## src/rtl/uart_pkg.sv

```systemverilog
// ============================================================================
// Module      : uart_pkg
// Description : Shared UART constants and FSM state encoding.
// Revision    : 1.0
// ============================================================================
`default_nettype none

package uart_pkg;

    localparam int BAUD_DIV_19200 = 2604;
    localparam int FRAME_BITS     = 10;

    typedef enum logic {
        IDLE         = 1'b0,
        TRANSMITTING = 1'b1
    } uart_state_t;

endpackage : uart_pkg

`default_nettype wire

```

## src/rtl/uart_tx.sv

```systemverilog
// ============================================================================
// Module      : uart_tx
// Description : 8N1 UART transmitter, LSB first, sticky completion flag.
// Revision    : 1.0
// ============================================================================
`default_nettype none

module uart_tx
    import uart_pkg::*;
#(
    parameter int BAUD_DIV = BAUD_DIV_19200
) (
    input  logic       clk,
    input  logic       rst_n,
    input  logic       trmt,
    input  logic [7:0] tx_data,
    output logic       TX,
    output logic       tx_done
);

    localparam int                CNT_W         = $clog2(BAUD_DIV);
    localparam logic [CNT_W-1:0]  c_BAUD_RELOAD = CNT_W'(BAUD_DIV - 1);
    localparam logic [3:0]        c_LAST_BIT    = 4'(FRAME_BITS - 1);

    uart_state_t           r_state;
    uart_state_t           w_state_nxt;
    logic [FRAME_BITS-1:0] r_shift;
    logic [CNT_W-1:0]      r_baud_cnt;
    logic [3:0]            r_bit_cnt;
    logic                  r_tx_done;
    logic                  w_accept;
    logic                  w_shift;
    logic                  w_frame_end;

    always_ff @(posedge clk or negedge rst_n) begin
        if (!rst_n) begin
            r_state <= IDLE;
        end else begin
            r_state <= w_state_nxt;
        end
    end

    // trmt is only looked at in IDLE, so strobes during a frame are dropped
    always_comb begin
        w_state_nxt = r_state;
        w_accept    = 1'b0;
        w_shift     = 1'b0;
        w_frame_end = 1'b0;
        case (r_state)
            IDLE: begin
                if (trmt) begin
                    w_accept    = 1'b1;
                    w_state_nxt = TRANSMITTING;
                end
            end
            TRANSMITTING: begin
                if (r_baud_cnt == '0) begin
                    w_shift = 1'b1;
                    if (r_bit_cnt == c_LAST_BIT) begin
                        w_frame_end = 1'b1;
                        w_state_nxt = IDLE;
                    end
                end
            end
            default: w_state_nxt = IDLE;
        endcase
    end

    always_ff @(posedge clk or negedge rst_n) begin
        if (!rst_n) begin
            r_shift    <= '1;
            r_baud_cnt <= '0;
            r_bit_cnt  <= '0;
            r_tx_done  <= 1'b0;
        end else if (w_accept) begin
            r_shift    <= {1'b1, tx_data, 1'b0};
            r_baud_cnt <= c_BAUD_RELOAD;
            r_bit_cnt  <= '0;
            r_tx_done  <= 1'b0;
        end else if (w_shift) begin
            // ones shifted in keep the line high once the stop bit is out
            r_shift    <= {1'b1, r_shift[FRAME_BITS-1:1]};
            r_baud_cnt <= c_BAUD_RELOAD;
            r_bit_cnt  <= r_bit_cnt + 4'd1;
            if (w_frame_end) begin
                r_tx_done <= 1'b1;
            end
        end else if (r_state == TRANSMITTING) begin
            r_baud_cnt <= r_baud_cnt - 1'b1;
        end
    end

    assign TX      = r_shift[0];
    assign tx_done = r_tx_done;

endmodule : uart_tx

`default_nettype wire

```

## config.mk

```make
export PLATFORM = sky130hd
export DESIGN_NAME = uart_tx
export DESIGN_NICKNAME = d
export VERILOG_FILES = /design/src/rtl/uart_pkg.sv /design/src/rtl/uart_tx.sv
export SDC_FILE = /design/constraint.sdc
export NUM_CORES = 1
export LEC_CHECK = 0
export CAP_MARGIN = 20
export CELL_PAD_IN_SITES_DETAIL_PLACEMENT = 1
export CELL_PAD_IN_SITES_GLOBAL_PLACEMENT = 2
export CORE_ASPECT_RATIO = 1.1
export CORE_MARGIN = 1
export CORE_UTILIZATION = 35
export CTS_CLUSTER_SIZE = 24
export DETAILED_ROUTE_END_ITERATION = 8
export DONT_BUFFER_PORTS = 1
export GPL_ROUTABILITY_DRIVEN = 0
export PLACE_DENSITY = 0.79
export SLEW_MARGIN = 5
export SYNTH_ARGS = -nofsm -noshare
export SYNTH_HDL_FRONTEND = slang
export SYNTH_SLANG_ARGS = --single-unit
```

## constraint.sdc

```tcl
create_clock -name clk -period 1.6 [get_ports clk]
set_input_delay 0.16 -clock clk [delete_from_list [all_inputs] [get_ports clk]]
set_output_delay 0.16 -clock clk [all_outputs]
set_load 0.02 [all_outputs]
```

==> reports/results.txt, run 1 <==
minimum clock period: 1.64 ns
TritonCTS clock tree: yes
Root Driver: clkbuf_8
Worst Setup Path Type: reg -> reg
synth warn: 0
Initial DRC Count: 48
Die Footprint: 0.00409 sq mm
clk_lat worst skew: 0.27 ns
Least-Margin Pin Slew: 0.456 ns
failing checks: negative setup slack
# port buffers: 0
slowest stage delay, CP: 0.58 ns
slowest CP cell: or4_4
worst slack at placement: -0.0952 ns
crit path max fanout: 4
Crit path max-delay family: simple AND/OR/NAND/NOR gates
Netlist Area Pre-Place: 0.00135 sq mm
WL/cell: 15.9 um
CP Data Required Time: 1.81 ns
TritonCTS Buffers: 3
chip height: 67.0 um
Detail Route Antenna Nets: 0
Max Freq: 612 MHz
first-pass GRT wire length: 5440 um
Worst VDD drop: 574 uV
RSZ-0062 raised after global routing: yes
Die W: 61.1 um
CTS HTree Levels: 1
area of the multi-input gates: 704 sq um
combined buffer and inverter count along the critical path: 0
clk sinks: 27
most common cell after layout, fill and taps aside: buf_4
syn_area_per_cell: 9.68 sq um
WHS: 0.00590 ns
final worst-path cycle share: 102%
DRT Pass-1 Iters: 4
CP Data Arrival Time: 1.84 ns
ratio of cells with drive above 1 in the final layout: 35.6%
Starting Density: 36.8%
distinct cell type count of the synthesized netlist: 35
Max Cap Violations: 0
Worst Skew: 0.00535 ns
vias in the first global route: 1173
Hold Path Class: in -> reg
GRT Total Usage: 18.4%
Mapped Cells: 139
# IOs: 13
# diodes: 0
via count: 1103
syn_nets: 154
crit-path cells: or4_4, or4_1, nand3_1
P_leak: 0.744 nW
vias per inst: 5.18
Sequential cell area: 687 sq um
final cell count without fillers: 213
PD cells: 1530 mW/mm^2
max-slew violation count: 0
final hold vios: 0
clock tree buffer depth: 2
CTS clk-pin slew, worst paths: 0.09 ns
Critical Path Source Type: register
post-synthesis register bit count: 27
Fin Setup TNS: -0.0353 ns
Area Overhead vs Synth: 28.5%
status: finished, violations left
register area share after synthesis: 51.1%
core area: 0.00365 sq mm
DR DRC count: 0
CP endpoint kind: register
final-layout fill cell count: 440
initial antenna violation count: 0
# rows: 23
total gr overflow: 0
slack of the critical path: -0.0353 ns
nets: 179
Final setup viols: 1
commonest cells after routing, fill and taps aside: buf_4, nand2_1, nor2_1, dfrtp_1, dfstp_2
post-DP HPWL: 2310 um
Max-slew headroom: 69.5%
placed cells: 202
DRT Wirelength: 3380 um
largest net degree at the start of global routing: 28
-- state kept, by name, summed over array words and instances (netlist names) --
name,cells
r_baud_cnt,12
r_bit_cnt,4
tx_done,1
r_state,1
r_shift,9
-- worst paths after layout --
kind                                     from             to  slack [ns]  cells after the start
worst max-delay path            r_baud_cnt[7]  r_baud_cnt[9]       -0.04                      3
worst min-delay path               tx_data[2]     r_shift[3]       0.006                      2
worst max register to register  r_baud_cnt[7]  r_baud_cnt[9]       -0.04                      3
worst min register to register     r_shift[1]     r_shift[0]        0.48                      2
max in group asynchronous               rst_n     r_shift[7]        1.04                      2
min in group asynchronous               rst_n   r_bit_cnt[2]        0.33                      2
-- where the power goes --
| group | internal, W | switching (W) |
|---|---|---|
| Combinational | 0.000547 | 0.000529 |
| Sequential | 0.000958 | 0.000227 |
| Clock | 0.000175 | 0.000214 |
-- metal layers --
metal	part of all wire [%]	track usage, %
met5	0	0
met4	0.98	7.95
met3	1.6	2.72
met2	55	32.5
met1	43	21.4
-- Yosys cell counts --
| library cell | instances | area (sq um) |
|---|---|---|
| nor4_2 | 2 | 25.0 |
| a31oi_1 | 7 | 43.8 |
| or2_2 | 3 | 18.8 |
| a32oi_1 | 1 | 8.76 |
| o21ai_0 | 6 | 30.0 |
| nand4_2 | 1 | 12.5 |
| dfrtp_1 | 18 | 450 |
| or4_4 | 1 | 11.3 |
| inv_1 | 4 | 15.0 |
| nand2_1 | 21 | 78.8 |
| a21o_1 | 1 | 7.51 |
| ha_1 | 4 | 50.1 |
| nor2_1 | 18 | 67.6 |
| or2_0 | 1 | 6.26 |
| nor2b_1 | 1 | 6.26 |
| or3_4 | 1 | 11.3 |
| o22a_1 | 1 | 8.76 |
| xnor2_1 | 7 | 61.3 |
| nand2b_1 | 1 | 6.26 |
| or4_1 | 2 | 15.0 |
| and3b_1 | 1 | 8.76 |
| nor3_1 | 3 | 15.0 |
| xor2_1 | 1 | 8.76 |
| buf_2 | 1 | 5.00 |
| nor4_1 | 3 | 18.8 |
| nand3_1 | 7 | 35.0 |
| and4_1 | 1 | 8.76 |
| or3_1 | 3 | 18.8 |
| o31ai_1 | 2 | 15.0 |
| buf_1 | 1 | 3.75 |
| or3_2 | 1 | 7.51 |
| dfstp_2 | 9 | 236 |
| buf_6 | 1 | 11.3 |
| a21oi_1 | 2 | 10.0 |
| clkbuf_1 | 2 | 7.51 |
-- cells by family (layout without fill, tap and decap cells) --
logic type | count (synthesis) | in the layout | share of synthesized area, %
AOI/OAI and AO/OA | 20 | 20 | 9.21
and+or+nand+nor | 71 | 71 | 27.6
DFF | 27 | 27 | 51.1
xor gates and xnor gates | 8 | 8 | 5.21
buffers and inverters | 9 | 33 | 3.16
adders and majority gates | 4 | 4 | 3.72
-- area by class of cell --
type | instances | area share, %
well taps | 50 | 3.62
flip-flops and latches | 27 | 39.8
clock inverters | 1 | 0.290
repair buffers | 25 | 12.3
clock buffers | 3 | 2.39
multi-input cells | 103 | 40.8
inverters | 4 | 0.869
-- per-stage QoR --
stage | utilization (%) | power [W] | instance area [sq um]
global route | 47.3 | 0.00285 | 1730
finish | 47.3 | 0.00265 | 1730
global placement | 41.5 | 0.00193 | 1520
floorplan | - | 0.00167 | 1350
CTS | 44.7 | 0.00251 | 1630
detailed placement | 41.5 | 0.00200 | 1520
-- what timing repair did --
action                     4_1_cts  5_1_grt
hold buffers                     2        1
pin swaps                        3        8
gates resized for setup          9       14
setup buffers                    1        3
hold endpoints to repair        27        1
setup endpoints to repair       10       22
Note: power is estimated with default switching activity, not from simulation.
==> inputs of run 2 (changes only) <==
--- a/config.mk
+++ b/config.mk
@@ -8,13 +8,13 @@
 export CAP_MARGIN = 20
 export CELL_PAD_IN_SITES_DETAIL_PLACEMENT = 1
 export CELL_PAD_IN_SITES_GLOBAL_PLACEMENT = 2
-export CORE_ASPECT_RATIO = 1.1
 export CORE_MARGIN = 1
 export CORE_UTILIZATION = 35
 export CTS_CLUSTER_SIZE = 24
 export DETAILED_ROUTE_END_ITERATION = 8
 export DONT_BUFFER_PORTS = 1
 export GPL_ROUTABILITY_DRIVEN = 0
+export MAX_ROUTING_LAYER = met4
 export PLACE_DENSITY = 0.79
 export SLEW_MARGIN = 5
 export SYNTH_ARGS = -nofsm -noshare
==> run 2 against run 1 <==
- the run still ends with negative setup slack left
- global-route usage is 0.15 points lower
- clock skew up 0.0020 ns
- largest power group unchanged
- sequential share of layout area down 0.59 points
- cell count stayed put
- clock power rose by 6.2%
- sequential power is essentially flat
- critical path depth is the same
- critical endpoint unchanged
- first-iteration DRC count rose by 2.1%
- via count up 1.0%
==> reports/results.txt, run 2 (synthesis results as in run 1) <==
crit path from: r_baud_cnt[6] (was r_baud_cnt[7])
PD cells: 1480 mW/mm^2 (was 1530 mW/mm^2)
post-DP HPWL: 2190 um (was 2310 um)
placed cells: 195 (was 202)
commonest cells after routing, fill and taps aside: nor2_1, nand2_1, buf_4 (was buf_4, nand2_1, nor2_1, dfrtp_1, dfstp_2)
Critical Path Source Type: register (unchanged)
critical hold path startpoint: tx_data[5] (was tx_data[2])
core area: 0.00366 sq mm (was 0.00365 sq mm)
clk sinks: 27 (unchanged)
Starting Density: 36.7% (was 36.8%)
Max-slew headroom: 73.6% (was 69.5%)
Final setup viols: 8 (was 1)
Worst VDD drop: 520 uV (was 574 uV)
minimum clock period: 1.63 ns (was 1.64 ns)
vias in the first global route: 1182 (was 1173)
# diodes: 0 (unchanged)
slack of the critical path: -0.0287 ns (was -0.0353 ns)
DRT Pass-1 Iters: 4 (unchanged)
worst r2r src: r_baud_cnt[6] (was r_baud_cnt[7])
DR WL met3: 46 um (was 55 um)
routed wl met2: 1800 um (was 1850 um)
TritonCTS clock tree: yes (unchanged)
CP Data Required Time: 1.82 ns (was 1.81 ns)
ratio of cells with drive above 1 in the final layout: 35.2% (was 35.6%)
crit path max fanout: 4 (unchanged)
wire length on met1: 1460 um (was 1440 um)
status: finished, violations left (unchanged)
CTS HTree Levels: 1 (unchanged)
Top Metal Used: met4 (unchanged)
Initial DRC Count: 49 (was 48)
WL/cell: 15.6 um (was 15.9 um)
worst slack at placement: -0.0616 ns (was -0.0952 ns)
via count: 1114 (was 1103)
GRT Total Usage: 18.2% (was 18.4%)
CTS clk-pin slew, worst paths: 0.10 ns (was 0.09 ns)
Detail Route Antenna Nets: 0 (unchanged)
chip height: 64.0 um (was 67.0 um)
CP Data Arrival Time: 1.85 ns (was 1.84 ns)
Root Driver: clkbuf_8 (unchanged)
RSZ-0062 raised after global routing: yes (unchanged)
P_leak: 0.748 nW (was 0.744 nW)
Total Power: 0.00260 W (was 0.00265 W)
Least-Margin Pin Slew: 0.395 ns (was 0.456 ns)
final worst-path cycle share: 102% (about the same)
Max Freq: 614 MHz (was 612 MHz)
initial antenna violation count: 0 (unchanged)
Area Overhead vs Synth: 30.9% (was 28.5%)
clk_lat worst skew: 0.28 ns (was 0.27 ns)
Worst Setup Path Type: reg -> reg (unchanged)
# port buffers: 0 (unchanged)
max reg flops: 12 (unchanged)
# rows: 22 (was 23)
first-pass GRT wire length: 5560 um (was 5440 um)
Worst Skew: 0.00731 ns (was 0.00535 ns)
Max Cap Violations: 0 (unchanged)
Die W: 64.0 um (was 61.1 um)
Top reg by flops: r_baud_cnt (unchanged)
total gr overflow: 0 (unchanged)
# IOs: 13 (unchanged)
nets: 181 (was 179)
clock tree buffer depth: 2 (unchanged)
largest net degree at the start of global routing: 28 (unchanged)
final cell count without fillers: 213 (unchanged)
final-layout fill cell count: 417 (was 440)
TritonCTS Buffers: 3 (unchanged)
Top Registers: r_baud_cnt x12, r_shift x9, r_bit_cnt x4 (unchanged)
Die Footprint: 0.00409 sq mm (about the same)
max-slew violation count: 0 (unchanged)
WHS: 0.00241 ns (was 0.00590 ns)
DR DRC count: 0 (unchanged)
vias per inst: 5.23 (was 5.18)
CP endpoint kind: register (unchanged)
Hold Path Class: in -> reg (unchanged)
DRT Wirelength: 3330 um (was 3380 um)
final hold vios: 0 (unchanged)
failing checks: negative setup slack (unchanged)
==> run 2: changes by cell type in the layout (fill, tap and decap cells not counted), moves of 2 or more <==
cell           previous run  this run
dlygate4sd3_1             2         7
buf_4                    20        17
nor4_2                    4         1
dfrtp_1                  18        16
dfrtp_2                   0         2
nor3_2                    0         2
nor4_1                    0         2
==> run 2: path summary, 6_finish.rpt <==
check	endpoint	slack, ns	depth (start not counted)
hold / removal	r_shift[6]	0.002	2
hold reg to reg	r_shift[0]	0.46	2
min in group asynchronous	tx_done	0.33	2
max in group asynchronous	r_shift[4]	1.04	2
setup / recovery	r_baud_cnt[9]	-0.03	3
setup reg to reg	r_baud_cnt[9]	-0.03	3
==> run 2: repair_timing <==
action,CTS,global route
setup buffers,4,2
gates resized for setup,6,19
hold endpoints to repair,33,0
hold buffers,8,0
setup endpoints to repair,17,22
pin swaps,8,18
==> run 2: critical path: stages, from the launching register on <==
cell and delay [ns]:
dfrtp_1 0.44, or4_4 0.58, or4_1 0.48, nand3_1 0.08
==> run 2: area by class of cell <==
class / instances / area, sq um / area share (%)
timing repair buffer: 27 / 240 / 13.6
inverter: 4 / 15.0 / 0.853
clock buffer: 3 / 41.3 / 2.35
tap: 48 / 60.1 / 3.41
multi-input combinational: 103 / 707 / 40.2
clock inverter: 1 / 7.51 / 0.426
sequential: 27 / 689 / 39.2
==> run 2: per-layer routing <==
layer  track usage (%)  vias up
li1                  -      531
met1              21.6      571
met2              32.3       10
met3              2.14        2
met4              5.11        0
met5                 -        -
==> run 2: power by group <==
part           switching [W]  internal, W  total, W
sequential          0.000230     0.000962   0.00119
combinational       0.000480     0.000519   0.00100
clock               0.000235     0.000177  0.000412
total               0.000945      0.00166   0.00260
==> run 2: per-stage QoR <==
stage	util, %	area [sq um]	TNS, ns
4_1_cts	45.7	1670	-0.179
2_1_floorplan	-	1350	-0.0357
3_3_place_gp	40.3	1480	-0.0257
6_report	48.1	1760	-0.0938
3_5_place_dp	40.3	1480	-0.335
5_1_grt	48.1	1760	-0.978
